==> config.mk <==
export PLATFORM = sky130hd
export DESIGN_NAME = program_loader
export DESIGN_NICKNAME = d
export VERILOG_FILES = /design/src/rtl/program_loader.sv
export SDC_FILE = /design/constraint.sdc
export NUM_CORES = 1
export LEC_CHECK = 0
export BUFFER_PORTS_ARGS = -buffer_cell sky130_fd_sc_hd__buf_4
export CORE_ASPECT_RATIO = 1.5
export CORE_MARGIN = 2
export CORE_UTILIZATION = 40
export CTS_CLUSTER_SIZE = 12
export DETAILED_ROUTE_END_ITERATION = 16
export GPL_TIMING_DRIVEN = 0
export SYNTH_ARGS = -nofsm -noshare
export SYNTH_HDL_FRONTEND = slang
export SYNTH_SLANG_ARGS = --single-unit
export TNS_END_PERCENT = 30
==> constraint.sdc <==
create_clock -name clock -period 2.1 [get_ports clock]
set_input_delay 0.42 -clock clock [delete_from_list [all_inputs] [get_ports clock]]
set_output_delay 0.42 -clock clock [all_outputs]
set_load 0.01 [all_outputs]
==> src/rtl/program_loader.sv <==
`timescale 1ns/1ps
// Program-load feeder: takes a framed byte stream, assembles 16-bit instruction words, drives the
// program-memory write port, checks the XOR checksum and releases start_execution after load_done.
module program_loader #(
  parameter int ADDR_WIDTH     = 5,
  parameter int TIMEOUT_CYCLES = 1023
) (
  input  logic                  clock,
  input  logic                  reset,
  input  logic [7:0]            byte_in,
  input  logic                  byte_valid,
  output logic                  byte_ready,
  output logic [15:0]           prog_data_out,
  output logic [ADDR_WIDTH-1:0] prog_addr,
  output logic                  prog_write_enable,
  input  logic                  sys_load_done,
  output logic                  start_execution,
  output logic                  busy,
  output logic [1:0]            error_code
);

  localparam int MAX_WORDS = 1 << ADDR_WIDTH;
  localparam int TW        = $clog2(TIMEOUT_CYCLES + 1);
  localparam logic [TW-1:0] TIMEOUT_LAST = TW'(TIMEOUT_CYCLES - 1);

  typedef enum logic [2:0] {
    S_IDLE, S_HI, S_LO, S_WRITE, S_CSUM, S_WAIT_DONE, S_RUN, S_ERROR
  } state_t;

  state_t                  state_q, state_d;
  logic [7:0]              csum_q, csum_d;
  logic [7:0]              hi_q, hi_d;
  logic [7:0]              remaining_q, remaining_d;
  logic [ADDR_WIDTH-1:0]   addr_q, addr_d;
  logic [TW-1:0]           idle_q, idle_d;
  logic [15:0]             prog_data_q, prog_data_d;
  logic [ADDR_WIDTH-1:0]   prog_addr_q, prog_addr_d;
  logic                    prog_we_q, prog_we_d;
  logic                    start_q, start_d;
  logic                    busy_q, busy_d;
  logic [1:0]              error_code_q, error_code_d;
  logic                    accept;

  // Valid/ready: a byte transfers on a rising edge where byte_valid && byte_ready; the source
  // holds byte_in stable until then, and byte_valid has no effect while byte_ready is low.
  assign byte_ready = !reset && ((state_q == S_IDLE) || (state_q == S_HI) ||
                                 (state_q == S_LO)   || (state_q == S_CSUM));
  assign accept     = byte_valid && byte_ready;

  always_comb begin
    state_d      = state_q;
    csum_d       = csum_q;
    hi_d         = hi_q;
    remaining_d  = remaining_q;
    addr_d       = addr_q;
    idle_d       = idle_q;
    prog_data_d  = prog_data_q;
    prog_addr_d  = prog_addr_q;
    prog_we_d    = 1'b0;
    error_code_d = error_code_q;

    case (state_q)
      S_IDLE: begin
        if (accept) begin
          csum_d      = byte_in;
          remaining_d = byte_in;
          if (byte_in == 8'd0 || int'(byte_in) > MAX_WORDS) begin
            state_d      = S_ERROR;
            error_code_d = 2'd1;
          end else begin
            addr_d  = '0;
            idle_d  = '0;
            state_d = S_HI;
          end
        end
      end
      S_HI: begin
        if (accept) begin
          hi_d    = byte_in;
          csum_d  = csum_q ^ byte_in;
          idle_d  = '0;
          state_d = S_LO;
        end
      end
      S_LO: begin
        if (accept) begin
          csum_d      = csum_q ^ byte_in;
          prog_we_d   = 1'b1;
          prog_addr_d = addr_q;
          prog_data_d = {hi_q, byte_in};
          idle_d      = '0;
          state_d     = S_WRITE;
        end
      end
      S_WRITE: begin
        remaining_d = remaining_q - 8'd1;
        addr_d      = addr_q + ADDR_WIDTH'(1);
        idle_d      = '0;
        state_d     = (remaining_q == 8'd1) ? S_CSUM : S_HI;
      end
      S_CSUM: begin
        if (accept) begin
          idle_d = '0;
          if (byte_in == csum_q) begin
            state_d = S_WAIT_DONE;
          end else begin
            state_d      = S_ERROR;
            error_code_d = 2'd2;
          end
        end
      end
      S_WAIT_DONE: begin
        if (sys_load_done) state_d = S_RUN;
      end
      default: ;
    endcase

    // Inter-byte watchdog; an accept on the expiry edge has already moved the state on.
    if ((state_q == S_HI || state_q == S_LO || state_q == S_CSUM) && !accept) begin
      if (idle_q == TIMEOUT_LAST) begin
        state_d      = S_ERROR;
        error_code_d = 2'd3;
      end else begin
        idle_d = idle_q + TW'(1);
      end
    end

    busy_d  = (state_d == S_HI) || (state_d == S_LO) || (state_d == S_WRITE) ||
              (state_d == S_CSUM) || (state_d == S_WAIT_DONE);
    start_d = (state_d == S_RUN);
  end

  always_ff @(posedge clock) begin
    if (reset) begin
      state_q      <= S_IDLE;
      csum_q       <= '0;
      hi_q         <= '0;
      remaining_q  <= '0;
      addr_q       <= '0;
      idle_q       <= '0;
      prog_data_q  <= '0;
      prog_addr_q  <= '0;
      prog_we_q    <= 1'b0;
      start_q      <= 1'b0;
      busy_q       <= 1'b0;
      error_code_q <= '0;
    end else begin
      state_q      <= state_d;
      csum_q       <= csum_d;
      hi_q         <= hi_d;
      remaining_q  <= remaining_d;
      addr_q       <= addr_d;
      idle_q       <= idle_d;
      prog_data_q  <= prog_data_d;
      prog_addr_q  <= prog_addr_d;
      prog_we_q    <= prog_we_d;
      start_q      <= start_d;
      busy_q       <= busy_d;
      error_code_q <= error_code_d;
    end
  end

  assign prog_data_out     = prog_data_q;
  assign prog_addr         = prog_addr_q;
  assign prog_write_enable = prog_we_q;
  assign start_execution   = start_q;
  assign busy              = busy_q;
  assign error_code        = error_code_q;

endmodule

After elaboration in Yosys (flattened, before gate mapping):

Index checks and enable logic that the tools add are counted.

* logic and storage cells: 94
* flip-flop bits (word level): 68
* bits of input ports: 12

* reductions and logical operators: 27
* mux-type cells: 32
* equality and inequality tests: 17
* add/subtract/negate cells: 3
* bitwise operators: 2
* magnitude comparators: 1

Operator list (count)
* $mux 10: 5
* $pmux 8 s2: 2
* $pmux 10 s3: 1
* $mux 3: 9
* $pmux 3 s6: 1
* $mux 8: 2
* $eq 3x3->1 const B: 5
* $mux 2: 7
* $eq 3x2->1 const B: 4
* $add 10x1->10 const B: 1
* $eq 10x10->1 const B: 1
* $logic_or 1x1->1: 10
* $mux 5: 2
* $pmux 5 s2: 1
* $eq 8x1->1 const B: 1
* $eq 8x8->1: 1
* $gt 8x6->1 const B: 1
* $logic_not 8->1: 1
* $sub 8x1->8 const B: 1
* $xor 8x8->8: 1
* $eq 3x1->1 const B: 2
* $reduce_and 2->1: 3
* $reduce_and 3->1: 2
* $add 5x1->5 const B: 1
* 11 further kinds: 17

Logic depth before layout (Yosys ltp):

Gate-level depths: netlist of run 1.

* word-level depth: 15
* gate-level depth with buffers: 7

Least setup slack after synthesis of run 1:

OpenSTA, ideal clock, no wires.

* kind: input -> register
* start: in byte_in[4]
* end: reg idle_q[2]
* buffers on the path: 0
* cell stages on the path: 5
* library setup time: 0.122 ns
* data arrival time: 2.023 ns
* path slack: -0.044 ns
* cell sequence: or4_4 nor4_4 nor4b_2 o31a_1 a221o_1

* word-level cells in the longest chain between the ends: 7
* elaborated cells between the ends (all ways): 8
* those cells by class: 1 x order compare; 5 x mux; 2 x reduce/logical

RTL lines
* start: declaration: line 10 `input logic [7:0] byte_in,`
* $gt 8x6->1 or $logic_not 8->1 (tied branches): line 67 `if (byte_in == 8'd0 || int'(byte_in) > MAX_WORDS) begin`
* $logic_or 1x1->1 (*): line 67
* $mux 10 (*): line 67
* $mux 10 (*): line 64 `if (accept) begin`
* $pmux 10 s3 (*): line 62 `case (state_q)`
* $mux 10: line 120 `if (idle_q == TIMEOUT_LAST) begin`
* $mux 10 (*): line 119 `if ((state_q == S_HI || state_q == S_LO || state_q == S_CSUM) && !accept) begin`
* end signal: assignment: line 153 `idle_q <= idle_d;`
* end: declaration: line 35 `logic [TW-1:0] idle_q, idle_d;`

Mark *: on every way between the ends. The rest lies on a longest branch, timed or not.
A chain may end at the register's enable or synchronous reset.

Final worst setup path of run 1:

* start: reg state_q[1]
* end: reg start_q, in the netlist start_execution

* word-level cells in the longest chain between the ends: 11
* elaborated cells between the ends (all ways): 24
* those cells by class: 6 x eq/ne; 8 x mux; 10 x reduce/logical

RTL lines
* start: declaration: line 30 `state_t state_q, state_d;`
* start signal: assignment: line 148 `state_q <= state_d;`
* $eq 3x1->1 or $logic_not 3->1 (tied branches): line 46, 62, 119
* $logic_or 1x1->1 (2 in series): line 46 `assign byte_ready = !reset && ((state_q == S_IDLE) || (state_q == S_HI) ||`
* $logic_or 1x1->1: line 47 `(state_q == S_LO) || (state_q == S_CSUM));`
* $logic_and 1x1->1: line 46
* $logic_and 1x1->1: line 48 `assign accept = byte_valid && byte_ready;`
* $mux 3, on equally long branches
* $pmux 3 s6: line 62
* $mux 3: line 120
* $mux 3 (*): line 119
* $eq 3x3->1 (*): line 130 `start_d = (state_d == S_RUN);`
* end signal: assignment: line 157 `start_q <= start_d;`
* end: declaration: line 39 `logic start_q, start_d;`

Marks and branches as above.

==> metrics.txt, run 1 <==
met3 wire length 313 um; PortBufs 33; Leak Pwr 1.57 nW; initial DRC count 129; Worst-Margin Slew 0.671 ns; Ys Warns 0; minimum clock period 2.04 ns; grt total ovfl 0; Final ANT Viol Nets 0; synth-to-layout area growth 23.0%; Critical Path Source Type flip-flop; cell accounting for the most synthesized area dfxtp_1; Mean Syn Cell Area 8.08 um^2; crit end category flip-flop; Data required, critical path 2.35 ns; die height 113 um; CTS sink cnt 68; initial antenna violation count 0; Post-CTS Setup Inserts 0; CTS H-tree depth 3; DIE WIDTH 76.7 um; io pins 39; core area 7660 um^2; Synth top area share 42.9%; final hold vios 0; Vias/cell 5.44; Area contributors post-synth dfxtp_1, a21oi_1, nand2_1; DRT met1 WL 3.70 mm; commonest cells after routing, fill and taps aside dfxtp_1, nand2_1, a21oi_1; Ant. Diodes 0; Hold WC Path Type in2reg; EDFF count, synth 0; filler instances 735; synthesized cell area 3170 um^2; outcome finished clean; clock transition at the registers of the reported paths 0.06 ns; Die ar. 8680 um^2; vias after detailed routing 2956; first-pass GRT wire length 14.5 mm; CTS tree done; final setup fails 0; DRC 0; worst-case clock buffer depth 2; placed cell count 528; Seq/Total Area, Yosys 42.9%; Peak Freq 489 MHz; CTS root buffer clkbuf_16; leading cell type in the layout, fill and taps excluded dfxtp_1; crit-path max FO 10; Worst Setup Path Type reg2reg; Row Count 39; TritonCTS buffer count 9; post-synthesis cell type count 49; Finished Cell Area 3900 um^2; Finished Layout Cells 543; Initial Util 41.4%; fin. max-slew vios 0; final core occ 51.0%; worst skew pair latency 0.33 ns; highest routed layer met4; Cells after Synth 393; drt pass-1 iters 4; layout cell share with drive strength beyond 1 15.4%; nets 453; CP arrival 2.30 ns; Top FF cell, synth dfxtp_1; Post-Route Skew 0.00449 ns; gr usage total 21.2%; Async S/R FF share, synth 0%; met2 wire len 4.50 mm; max-cap viol count 0; Post-CTS Hold Fix Bufs 0; pwr/cell area 877 nW/um^2; vias in the first global route 2889; Placer Congestion 0.901; part of the cycle the worst path needs 97.3%; post-synthesis net count 410; DR WL/cell 16.0 um; Post-Place Cell Area 3550 um^2; maximum vdd drop 0.550 mV; unrepaired setup endpoints after global routing true; flops & latches, synth 68; slew margin rel. 55.3%; total wire length 8.71 mm; Detail Placement HPWL 6.15 mm; largest net degree at the start of global routing 13
## repair_timing
| action | in CTS | in global routing |
|---|---|---|
| gates resized for setup | 4 | 16 |
| setup endpoints to repair | 21 | 42 |
| pin swaps | 0 | 1 |
## cells by family after synthesis
| logic type | count (synthesis) | share of synthesized area (%) |
|---|---|---|
| compound gates | 103 | 19.7 |
| xor+xnor | 12 | 3.31 |
| fa+ha+maj | 5 | 1.97 |
| buf+inv | 31 | 3.71 |
| flops | 68 | 42.9 |
| mux | 9 | 2.84 |
| simple gates | 165 | 25.6 |
## final timing paths
check / slack (ns) / cells after the start / start / end
worst max-delay path: 0.06 / 6 / state_q[1]$_SDFF_PP0_ / start_execution$_SDFF_PP0_
worst min-delay path: 0.40 / 3 / byte_in[2] / prog_data_out[2]$_SDFFE_PP0P_
worst max register to register: 0.06 / 6 / state_q[1]$_SDFF_PP0_ / start_execution$_SDFF_PP0_
worst min register to register: 0.45 / 2 / hi_q[0]$_SDFFE_PP0P_ / prog_data_out[8]$_SDFFE_PP0P_
## where the power goes
group          total, mW  internal, mW  switching [mW]  leakage (nW)
clock network       1.55         0.985           0.569         0.152
registers           1.40          1.35          0.0549         0.551
logic              0.466         0.171           0.294         0.868
total               3.42          2.51           0.918          1.57
## state kept, by name (all words and copies together), names as in the netlist, 2 cells and up
| register | count |
|---|---|
| addr_q | 5 |
| csum_q | 8 |
| error_code | 2 |
| hi_q | 8 |
| idle_q | 10 |
| prog_addr | 5 |
| prog_data_out | 16 |
| remaining_q | 8 |
| state_q | 3 |
## layer usage
metal	vias up	track usage [%]
met1	1386	24.6
met3	21	4.47
met5	-	0
li1	1480	-
met2	69	37.3
met4	0	9.09
## critical path, cell delays in order, from the launching register on
cell,delay (ns)
dfxtp_1,0.34
clkbuf_1,0.35
o21ai_0,0.21
o211a_1,0.20
and2_1,0.20
or4_1,0.51
a21oi_1,0.15
## through the flow
stage	setup slack (ns)	power (mW)	hold slack (ns)	setup TNS (ns)
after floorplan	0.0312	1.73	0.432	0
after global placement	-0.491	1.87	0.439	-10.71
after detailed placement	-0.509	1.88	0.443	-12.65
after CTS	-0.125	3.44	0.388	-0.155
after global routing	-0.0566	3.58	0.394	-0.0684
final	0.0568	3.42	0.400	0
## final cells by class
type | count | area, um^2 | area share, %
Buffer | 22 | 93.8 | 2.40
Sequential cell | 68 | 1360 | 34.9
Tap cell | 102 | 128 | 3.27
Clock inverter | 5 | 60.1 | 1.54
Inverter | 8 | 30.0 | 0.769
Clock buffer | 11 | 253 | 6.47
Multi-Input combinational cell | 294 | 1730 | 44.3
Timing Repair Buffer | 33 | 248 | 6.35
## synthesized netlist by cell type (2+ instances only)
cell type   n
xnor2_1     8
nor4_1      2
nor3_1     11
and4_1      3
buf_1       3
a21oi_1    53
nand3b_1    2
nor2_1     35
and2_1      4
mux2i_1     9
or4_1       2
nor2b_1     2
xor2_1      4
nand2_1    61
o21a_1      2
a211o_1     4
nor3b_1     4
a211oi_1    2
dfxtp_1    68
a31oi_1     3
nand4_1     4
and3_1     11
ha_1        5
inv_1       8
nand2b_1    5
o21ai_0    15
nand3_1    13
a311oi_1    2
o211ai_1    9
a221o_1     2
clkbuf_1   19
No activity file was read; power rests on OpenSTA's default activity.
==> inputs of run 2 (changes only) <==
- BUFFER_PORTS_ARGS: -buffer_cell sky130_fd_sc_hd__buf_4 -> default
- DONT_BUFFER_PORTS: default -> 1
==> metrics.txt, run 2 (synthesis results as in run 1) <==
clock power share 46.1%; clock transition at the registers of the reported paths 0.06 ns; grt total ovfl 0; Top Usage Layer GRT met2; die height 113 um; number of flip-flops under the largest register name 16; Die ar. 8680 um^2; Data required, critical path 2.34 ns; synth-to-layout area growth 15.1%; nets 420; largest stage delay on the critical path 0.51 ns; met3 usage 5.58%; CTS sink cnt 68; Internal 2.48 mW; Peak Freq 508 MHz; crit end category flip-flop; CTS root buffer clkbuf_16; slew margin rel. 58.4%; PortBufs 0; Placer Congestion 0.831; Place WS -0.472 ns; total wire length 8.16 mm; initial DRC count 131; largest net degree at the start of global routing 13; vias in the first global route 2683; Final ANT Viol Nets 0; Reg2Reg Launch Point state_q[1]$_SDFF_PP0_; Critical Path Source Type flip-flop; Row Count 39; initial antenna violation count 0; sw frac 26.4%; DIE WIDTH 76.7 um; Post-Route Skew 0.00335 ns; Final Power 3.38 mW; commonest cells after routing, fill and taps aside dfxtp_1, nand2_1, a21oi_1; layout cell share with drive strength beyond 1 8.58%; crit-path max FO 10; met1 GRT Util 23.4%; first-pass GRT wire length 13.4 mm; Post-CTS Hold Fix Bufs 0; DR WL/cell 16.0 um; Hold Crit Start byte_in[1]; Hold WC Path Type in2reg; final setup fails 0; gr usage total 19.7%; P_sw 0.893 mW; leading cell type in the layout, fill and taps excluded dfxtp_1; worst-case clock buffer depth 2; outcome finished clean; worst skew pair latency 0.33 ns; Vias/cell 5.55; Leak Pwr 1.40 nW; Seq pwr share 41.8%; setup ws final 0.130 ns; minimum clock period 1.97 ns; R2R setup slack 0.13 ns; Worst-Margin Slew 0.618 ns; Worst Setup Path Type reg2reg; CTS H-tree depth 3; Initial Util 41.4%; hold depth 2; R2R Path End start_execution$_SDFF_PP0_; vias after detailed routing 2831; R2R cell count 6; crit-path cells clkbuf_2, o21ai_0, o211a_1, and2_1, or4_1, a21oi_1; drt pass-1 iters 4; part of the cycle the worst path needs 93.8%; max-cap viol count 0; Ant. Diodes 0; fin. max-slew vios 0; final hold vios 0; combinational fraction of design power 12.1%; Post-CTS Setup Inserts 0; Hold EP prog_data_out[1]$_SDFFE_PP0P_; maximum vdd drop 0.569 mV; GR Layer Usage met2 33.3%; core area 7660 um^2; unrepaired setup endpoints after global routing false; io pins 39; pwr/cell area 924 nW/um^2; CP max stage cell or4_1; Detail Placement HPWL 5.60 mm; DRC 0; TritonCTS buffer count 9; CP arrival 2.21 ns; CTS tree done
==> run 2: power groups by stage <==
stage / Combinational [mW] / Clock [mW] / Sequential, mW
5_1_grt: 0.456 / 1.65 / 1.42
4_1_cts: 0.401 / 1.59 / 1.41
3_3_place_gp: 0.391 / 0 / 1.43
2_1_floorplan: 0.305 / 0 / 1.42
6_report: 0.409 / 1.56 / 1.41
3_5_place_dp: 0.396 / 0 / 1.44
==> run 2: stage by stage <==
| stage | instance area [um^2] | hold WS [ns] | TNS (ns) | util, % | cells |
|---|---|---|---|---|---|
| after floorplan | 3170 | 0.432 | 0 | - | 393 |
| after detailed placement | 3300 | 0.445 | -13.59 | 43.1 | 495 |
| after global routing | 3650 | 0.204 | 0 | 47.7 | 510 |
| after global placement | 3300 | 0.444 | -12.61 | 43.1 | 495 |
| final | 3650 | 0.218 | 0 | 47.7 | 510 |
| after CTS | 3620 | 0.211 | 0 | 47.3 | 510 |
==> run 2: worst max path at each step <==
stage	slack, ns	endpoint	from
after floorplan	0.03	idle_q[2]$_SDFF_PP0_	byte_in[4]
after global placement	-0.47	csum_q[5]$_SDFFE_PP0P_	reset
after detailed placement	-0.47	csum_q[0]$_SDFFE_PP0P_	reset
after CTS	0.0008	prog_data_out[14]$_SDFFE_PP0P_	state_q[0]$_SDFF_PP0_
after global routing	0.02	start_execution$_SDFF_PP0_	state_q[1]$_SDFF_PP0_
final	0.13	start_execution$_SDFF_PP0_	state_q[1]$_SDFF_PP0_
==> run 2: cell type report <==
cell class / instances / area [um^2]
fill: 757 / 4010
multi-input combinational: 294 / 1730
sequential: 68 / 1360
clock buffer: 11 / 253
tap: 102 / 128
buffer: 22 / 92.6
clock inverter: 5 / 60.1
inverter: 8 / 30.0
==> run 2: critical path, delay by kind of cell, from the launching register on <==
kind | cells | cell delay [ns]
flops | 1 | 0.37
compound gates | 3 | 0.54
simple gates | 2 | 0.71
buf+inv | 1 | 0.24
==> run 2: metal layers <==
metal  part of all wire, %  up-vias
met4                   2.4        0
met2                    50       57
met3                   4.1       18
met1                    43     1338
met5                     0        -
li1                      -     1418
==> run 2: timing repair <==
item | in CTS | in global routing
gates resized for setup | 5 | 12
endpoints found under the setup margin | 21 | 35
cloned | 0 | 0
==> inputs of run 3 (changes only) <==
- ABC_AREA: default -> 1
==> metrics.txt, run 3 <==
outcome finished clean; most frequent cell after synthesis nand2_1; Post-Place Cell Area 3580 um^2; Vias/cell 5.21; initial antenna violation count 0; Finished Layout Cells 603; CTS root buffer clkbuf_16; final hold vios 0; grt total ovfl 0; pwr/cell area 1010 nW/um^2; clock transition at the registers of the reported paths 0.06 ns; largest net degree at the start of global routing 14; total wire length 8.84 mm; CTS sink cnt 68; Die ar. 9390 um^2; Post-CTS Setup Inserts 0; fin. max-slew vios 0; Seq/Total Area, Yosys 39.5%; placed cell count 587; drt pass-1 iters 4; final setup fails 0; Ant. Diodes 0; Async S/R FF share, synth 0%; minimum clock period 1.99 ns; die height 118 um; flops & latches, synth 68; Top FF cell, synth dfxtp_1; Row Count 41; io pins 39; Post-Route Skew 0.00660 ns; synth cell count leaders nand2_1, dfxtp_1, a21oi_1, nor2_1, inv_1; worst-case clock buffer depth 2; Final ANT Viol Nets 0; crit-path max FO 10; layout cell share with drive strength beyond 1 11.3%; maximum vdd drop 0.535 mV; core area 8410 um^2; Placer Congestion 0.860; TritonCTS buffer count 9; Ys Warns 0; Post-CTS Hold Fix Bufs 0; max-cap viol count 0; cts repair resizes 0; slew margin rel. 64.0%; initial DRC count 157; CP arrival 1.57 ns; setup TNS 0 ns; vias in the first global route 3074; nets 508; setup ws final 0.106 ns; Place WS 0.0893 ns; Initial Util 41.0%; post-synthesis cell type count 35; Leak Pwr 1.59 nW; commonest cells after routing, fill and taps aside nand2_1, dfxtp_1, a21oi_1; Detail Placement HPWL 6.49 mm; DIE WIDTH 79.8 um; Critical Path Source Type input pin; Worst-Margin Slew 0.539 ns; worst skew pair latency 0.34 ns; PortBufs 0; EDFF count, synth 0; Mean Syn Cell Area 7.18 um^2; part of the cycle the worst path needs 94.9%; Worst Setup Path Type in2out; gr usage total 20.1%; CTS tree done; DR WL/cell 14.7 um; DRC 0; crit end category output port; Finished Cell Area 3910 um^2; cell accounting for the most synthesized area dfxtp_1; Cells after Synth 480; Peak Freq 502 MHz; Hold WC Path Type in2reg; vias after detailed routing 3143; Synth top area share 39.5%; Area contributors post-synth dfxtp_1, nand2_1, a21oi_1; R2R setup slack 0.23 ns; leading cell type in the layout, fill and taps excluded nand2_1; CTS H-tree depth 3; post-synthesis net count 497; unrepaired setup endpoints after global routing false; number of flip-flops under the largest register name 16; Data required, critical path 1.68 ns; synth-to-layout area growth 13.3%; first-pass GRT wire length 14.7 mm; synthesized cell area 3450 um^2
==> run 3: cell types whose count changed after synthesis, sizes merged, moves of 5 or more <==
cell / delta
inv: +41
nand2: +41
o21ai: +29
nand3: +26
nor2: +15
clkbuf: -13
and3: -11
mux2i: -9
o211ai: -7
buf: +6
a31oi: +5
nand2b: -5
==> run 3: where the power goes <==
group          total (mW)  switching, mW  internal, mW  leakage, nW
registers            1.45         0.0748          1.38        0.551
clock network        1.66          0.609          1.05        0.156
logic               0.822          0.556         0.266        0.878
total                3.93           1.24          2.69         1.59
==> run 3: path summary, 6_finish.rpt <==
| kind | start | end | cells after the start |
|---|---|---|---|
| min | byte_in[1] | remaining_q[1]$_SDFFE_PP0P_ | 2 |
| min reg2reg | hi_q[7]$_SDFFE_PP0P_ | prog_data_out[15]$_SDFFE_PP0P_ | 2 |
| max | reset | byte_ready | 5 |
| max reg2reg | state_q[2]$_SDFF_PP0_ | csum_q[3]$_SDFFE_PP0P_ | 8 |
==> run 3: kinds of logic after synthesis <==
| group | share of synthesized area, % |
|---|---|
| adders and majority gates | 1.81 |
| buffers and inverters | 8.67 |
| AOI/OAI and AO/OA | 17.8 |
| and+or+nand+nor | 29.5 |
| xor gates and xnor gates | 2.79 |
| DFF | 39.5 |
==> run 3: cell type report <==
type,count,area [um^2]
well taps,107,134
multi-input cells,346,1790
clock inverters,7,98.8
inverters,50,193
fillers,845,4510
plain buffers,16,106
clock buffers,9,225
flip-flops and latches,68,1360
==> run 3: stage by stage <==
step	hold WS [ns]	utilization, %	total power [mW]
floorplan	0.436	-	2.12
global placement	0.445	42.6	2.28
detailed placement	0.450	42.6	2.29
CTS	0.238	46.4	3.95
global route	0.251	46.4	4.12
finish	0.243	46.4	3.93
==> run 3: layer usage <==
layer / part of all wire [%] / GRT usage, % / vias up / wire length, um
met5: 0 / 0 / - / 0
met4: 4.1 / 12.1 / 0 / 358
met3: 5.0 / 5.14 / 25 / 446
met2: 50 / 33.2 / 66 / 4400
met1: 41 / 22.9 / 1435 / 3630
li1: - / - / 1617 / -
==> run 3: critical path, stage by stage <==
cell,delay (ns)
buf_2,0.17
inv_1,0.28
clkbuf_1,0.45
nand2_1,0.13
inv_1,0.12
